$ cat config.mk
export PLATFORM = sky130hd
export DESIGN_NAME = uart_tx
export DESIGN_NICKNAME = d
export VERILOG_FILES = /design/src/rtl/uart_pkg.sv /design/src/rtl/uart_baud_gen.sv /design/src/rtl/uart_tx.sv
export SDC_FILE = /design/constraint.sdc
export NUM_CORES = 1
export LEC_CHECK = 0
export ABC_AREA = 1
export CAP_MARGIN = 20
export CORE_MARGIN = 2
export CORE_UTILIZATION = 54
export CTS_CLUSTER_SIZE = 40
export DETAILED_ROUTE_END_ITERATION = 8
export PLACE_DENSITY = 0.74
export SLEW_MARGIN = 20
export SYNTH_ARGS = -nofsm -noshare
export SYNTH_HDL_FRONTEND = slang
export SYNTH_SLANG_ARGS = --single-unit
$ cat constraint.sdc
create_clock -name clk -period 1.62 [get_ports clk]
set_input_delay 0.405 -clock clk [delete_from_list [all_inputs] [get_ports clk]]
set_output_delay 0.405 -clock clk [all_outputs]
set_load 0.01 [all_outputs]
$ cat src/rtl/uart_pkg.sv
// uart_pkg: definitions shared by the UART transmit and receive paths.
//   parity_t   - parity mode selection (none / even / odd)
//   tx_state_t - transmitter frame states
//   LINE_IDLE  - level of an idle line (also the stop-bit level)
//   START_LVL  - level of the start bit
//   parity_bit - parity bit for a given mode and XOR of the data bits
package uart_pkg;

    typedef enum logic [1:0] {
        PAR_NONE,
        PAR_EVEN,
        PAR_ODD
    } parity_t;

    typedef enum logic [2:0] {
        ST_IDLE,
        ST_START,
        ST_DATA,
        ST_PARITY,
        ST_STOP
    } tx_state_t;

    localparam logic LINE_IDLE = 1'b1;
    localparam logic START_LVL = 1'b0;

    function automatic logic parity_bit(input parity_t mode, input logic data_xor);
        return (mode == PAR_ODD) ? ~data_xor : data_xor;
    endfunction

endpackage

$ cat src/rtl/uart_baud_gen.sv
// uart_baud_gen: modulo-CLKS_PER_BIT bit-period counter.
//   clk     - rising-edge clock
//   clr     - synchronous clear; restarts the bit period at count 0
//   bit_end - one-cycle pulse on the last cycle (count CLKS_PER_BIT-1) of a period
module uart_baud_gen #(
    parameter int unsigned CLKS_PER_BIT = 16
) (
    input  logic clk,
    input  logic clr,
    output logic bit_end
);

    localparam int unsigned CNT_W = $clog2(CLKS_PER_BIT);

    logic [CNT_W-1:0] cnt;

    assign bit_end = (cnt == CNT_W'(CLKS_PER_BIT - 1));

    always_ff @(posedge clk) begin
        if (clr || bit_end) begin
            cnt <= '0;
        end else begin
            cnt <= cnt + 1'b1;
        end
    end

endmodule

$ cat src/rtl/uart_tx.sv
// uart_tx: UART serial transmitter.
//   clk      - rising-edge clock
//   RST      - synchronous, active-high reset
//   tx_data  - word to send, latched on accept (tx_valid && tx_ready)
//   tx_valid - tx_data is valid
//   tx_ready - transmitter accepts a word this cycle (IDLE, or last cycle of last stop bit)
//   tx       - registered serial line, idles high
//   busy     - a frame is in progress (start through final stop bit)
// Frame: start(0), DATA_BITS data bits LSB first, optional parity, STOP_BITS stop bits(1).
module uart_tx
    import uart_pkg::*;
#(
    parameter int unsigned CLKS_PER_BIT = 16,
    parameter int unsigned DATA_BITS    = 8,
    parameter parity_t     PARITY       = PAR_NONE,
    parameter int unsigned STOP_BITS    = 1
) (
    input  logic                 clk,
    input  logic                 RST,
    input  logic [DATA_BITS-1:0] tx_data,
    input  logic                 tx_valid,
    output logic                 tx_ready,
    output logic                 tx,
    output logic                 busy
);

    localparam int unsigned IDX_W = $clog2(DATA_BITS);

    tx_state_t            state;
    tx_state_t            state_next;
    logic [DATA_BITS-1:0] shreg;
    logic                 par_bit;
    logic [IDX_W-1:0]     bit_idx;
    logic                 stop_cnt;
    logic                 bit_end;
    logic                 accept;
    logic                 last_data;
    logic                 last_stop;

    assign last_data = (bit_idx == IDX_W'(DATA_BITS - 1));
    assign last_stop = (stop_cnt == 1'(STOP_BITS - 1));

    // Ready in the final stop cycle lets the next frame start with no idle gap.
    assign tx_ready = !RST && ((state == ST_IDLE) ||
                               (state == ST_STOP && last_stop && bit_end));
    assign accept   = tx_valid && tx_ready;
    assign busy     = (state != ST_IDLE);

    uart_baud_gen #(
        .CLKS_PER_BIT(CLKS_PER_BIT)
    ) u_baud (
        .clk     (clk),
        .clr     (RST || accept),
        .bit_end (bit_end)
    );

    always_ff @(posedge clk) begin
        if (RST) begin
            state <= ST_IDLE;
        end else begin
            state <= state_next;
        end
    end

    always_comb begin
        state_next = state;
        case (state)
            ST_IDLE: begin
                if (accept) state_next = ST_START;
            end
            ST_START: begin
                if (bit_end) state_next = ST_DATA;
            end
            ST_DATA: begin
                if (bit_end && last_data) begin
                    state_next = (PARITY == PAR_NONE) ? ST_STOP : ST_PARITY;
                end
            end
            ST_PARITY: begin
                if (bit_end) state_next = ST_STOP;
            end
            ST_STOP: begin
                if (bit_end && last_stop) begin
                    state_next = accept ? ST_START : ST_IDLE;
                end
            end
            default: state_next = ST_IDLE;
        endcase
    end

    // tx is loaded with the level of the upcoming bit at each bit boundary,
    // so the line changes on the same edge as the state register.
    always_ff @(posedge clk) begin
        if (RST) begin
            tx       <= LINE_IDLE;
            shreg    <= '0;
            par_bit  <= 1'b0;
            bit_idx  <= '0;
            stop_cnt <= 1'b0;
        end else if (accept) begin
            tx       <= START_LVL;
            shreg    <= tx_data;
            par_bit  <= parity_bit(PARITY, ^tx_data);
            bit_idx  <= '0;
            stop_cnt <= 1'b0;
        end else if (bit_end) begin
            case (state)
                ST_START: begin
                    tx <= shreg[0];
                end
                ST_DATA: begin
                    if (last_data) begin
                        tx <= (PARITY == PAR_NONE) ? LINE_IDLE : par_bit;
                    end else begin
                        shreg   <= shreg >> 1;
                        tx      <= shreg[1];
                        bit_idx <= bit_idx + 1'b1;
                    end
                end
                ST_STOP: begin
                    tx <= LINE_IDLE;
                    if (!last_stop) stop_cnt <= stop_cnt + 1'b1;
                end
                default: begin
                    tx <= LINE_IDLE;
                end
            endcase
        end
    end

endmodule

==> impl_metrics.env <==
export IMPL_status="finished clean"
export IMPL_switching_share_pct=27.8
export IMPL_fin_area_um2=1490
export IMPL_vias=1038
export IMPL_min_period_over_period_pct=99.1
export IMPL_yosysWarnings=0
export IMPL_cp_slowest_cell="dfxtp_2"
export IMPL_rsz0062_at_grt="yes"
export IMPL_gr_max_usage_layer="met2"
export IMPL_start_kind="register"
export IMPL_arrival_ns=1.20
export IMPL_use_met2_pct=36.9
export IMPL_placed_area_um2=1360
export IMPL_yosys_top_cells_count="nand2_1, dfxtp_1, nand3_1"
export IMPL_worstHoldPathCells=2
export IMPL_dp_cells=192
export IMPL_cts_tree="yes"
export IMPL_root_buffer="clkbuf_4"
export IMPL_clk_pin_slew_ns=0.11
export IMPL_power_frac_seq_pct=54.2
export IMPL_crit_chain="ha_4, nand3_4, nand2_2, and2_4, buf_6"
export IMPL_worst_setup_path_end_kind="primary output"
export IMPL_syn_area_per_cell_um2=8.00
export IMPL_drc=0
export IMPL_crit_start="u_baud.cnt[0]"
export IMPL_io_pins=14
export IMPL_ys_flop_type="dfxtp_1"
export IMPL_synth_most_common_cell="nand2_1"
export IMPL_dieHeight_um=49.7
export IMPL_leakagePower_uw=0.000632
export IMPL_port_buffers=13
export IMPL_grt_ovfl_total=0
export IMPL_finalHoldViolCount=0
export IMPL_layout_drive_gt1_share_pct=38.2
export IMPL_core_area_um2=1960
export IMPL_crit_buf_inv=1
export IMPL_power_density_nw_per_um2=630
export IMPL_grt_pass1_wl_mm=4.24
export IMPL_first_pass_iters=4
export IMPL_ir_worst_vdd_mv=0.596
export IMPL_clockBufferDepth=2
export IMPL_synth_top_cell_by_area="dfxtp_1"
export IMPL_whs_endpoint="bit_idx[1]"
export IMPL_yosys_top_cells_area="dfxtp_1, nand2_1, nand3_1, nand3_2, a21oi_2"
export IMPL_htree_levels=1
export IMPL_path_class="register to primary output"
export IMPL_hold_slack_ns=0.472
export IMPL_clk_latency_ns=0.30
export IMPL_nets=188
export IMPL_clock_sinks=19
export IMPL_setup_viol=0
export IMPL_drt_iter0_drc=19
export IMPL_power_frac_clock_pct=26.0
export IMPL_syn_nets=155
export IMPL_crit_family="flip-flops"
export IMPL_synth_async_reset_ratio_pct=0
export IMPL_max_freq_ghz=0.623
export IMPL_setup_tns_ns=0
export IMPL_die_x_um=49.7
export IMPL_antenna_found_initial=0
export IMPL_insertedDiodeCount=0
export IMPL_ctsHoldBuffers=0
export IMPL_r2r_end="bit_idx[2]"
export IMPL_grt_pass1_vias=1002
export IMPL_required_ns=1.21
export IMPL_drt_wl_total_mm=2.42
export IMPL_critPathMaxFanout=2
export IMPL_yosysUniqueCellTypes=26
export IMPL_drv_cap=0
export IMPL_cts_buffers=3
export IMPL_r2r_setup_slack_ns=0.09
export IMPL_fin_cells=200
export IMPL_synth_top_cell_area_share_pct=33.7
export IMPL_internal_power_uw=678
export IMPL_syn_inst=141
export IMPL_fin_skew_ns=0.00654
export IMPL_viasPerCell=5.19
export IMPL_combPwrFrac_pct=19.8
export IMPL_die_area_um2=2470
export IMPL_ant_nets=0
export IMPL_slew_viol_final=0
export IMPL_min_period_ns=1.61
export IMPL_p_sw_uw=261
export IMPL_grtUsageTotal_pct=21.6
export IMPL_max_stage_delay_ns=0.37
export IMPL_area_growth_syn_to_layout_pct=32.2
export IMPL_rows=16
export IMPL_r2r_cells=9
export IMPL_r2r_start="bit_idx[0]"
export IMPL_yosysSeqAreaShare_pct=33.7
export IMPL_syn_cell_area_um2=1130
export IMPL_grt_max_degree=20
export IMPL_wl_per_cell_um=12.1
export IMPL_min_delay_start="bit_idx[1]"
export IMPL_grt_use_met3_pct=2.12
export IMPL_relSlewSlack_pct=80.4
export IMPL_gp_congestion=0.766
export IMPL_hold_path_class="register to register"
export IMPL_worst_slew_pin_slew_ns=0.293
export IMPL_synth_edf_count=0
export IMPL_utilization_pct=76.0
export IMPL_ys_seq_elements=19
export IMPL_post_dp_hpwl_mm=1.78
export IMPL_met1_usage_pct=28.6
export IMPL_start_util_pct=57.5
-- layout by cell type, fill, tap and decap left out, drive strengths merged --
cell           Yosys  layout
o21ai              2       2
clkdlybuf4s50      0      10
xor2               2       2
dfxtp             19      19
clkinv             0       1
or2                1       1
nor2              14      14
and2               1       1
o211ai             1       1
buf                5      21
inv               15      15
nand4              6       6
clkbuf             0       3
nand2             33      33
dlygate4sd2        0       1
ha                 3       3
clkdlybuf4s15      0       1
xnor2              1       1
nand3             27      27
a21oi             11      11
-- metal layers --
metal / routed length (um) / part of all wire (%)
met4: 34 / 1.4
met1: 1060 / 44
met5: 0 / 0
met3: 66 / 2.7
met2: 1260 / 52
-- stage by stage --
stage | total power (uW) | worst slack [ns]
after floorplan | 621 | 0.131
after global placement | 683 | -0.504
after detailed placement | 691 | -0.520
after CTS | 937 | 0.00592
after global routing | 984 | -0.0328
final | 939 | 0.0146
-- worst min-delay path, cell delays in order (launching register included) --
cell	delay (ns)
dfxtp_1	0.33
nand2_1	0.06
a21oi_1	0.05
-- cell families (layout without fill, tap and decap cells) --
kind of cell               count (synthesis)  after routing  share of synthesized area [%]
buffers and inverters                     20             52                           9.21
xor gates and xnor gates                   3              3                           3.00
and+or+nand+nor                           82             82                           42.3
DFF                                       19             19                           33.7
adders and majority gates                  3              3                           3.33
AOI/OAI and AO/OA                         14             14                           8.43
-- registers in the layout, indices dropped and copies added (netlist names) --
| register | cells |
|---|---|
| shreg | 8 |
| bit_idx | 3 |
| state | 3 |
| tx | 1 |
| u_baud.cnt | 4 |
-- power by group through the flow --
stage | registers (uW) | logic (uW) | clock network, uW
after floorplan | 515 | 106 | 0
after global placement | 514 | 169 | 0
after detailed placement | 515 | 176 | 0
after CTS | 509 | 179 | 249
after global routing | 512 | 208 | 264
final | 509 | 186 | 244
-- worst max-delay path by stage --
stage,cells past startpoint,endpoint,slack [ns]
floorplan,11,shreg[0],0.13
global placement,4,tx_ready,-0.50
detailed placement,4,tx_ready,-0.52
CTS,5,tx_ready,0.006
global route,5,tx_ready,-0.03
finish,5,tx_ready,0.01
-- area by class of cell --
class,count,area [um^2]
Clock buffer,3,22.5
Clock inverter,1,5.00
Fill cell,159,472
Inverter,15,56.3
Multi-Input combinational cell,102,702
Sequential cell,19,387
Tap cell,27,33.8
Timing Repair Buffer,33,284
-- timing repair --
action / CTS / global route
setup endpoints to repair: 2 / 7
resized for setup: 16 / 10
hold endpoints to repair: 0 / 0
setup buffers: 0 / 4
pin swaps: 2 / 6
Note: power is estimated with default switching activity, not from simulation.
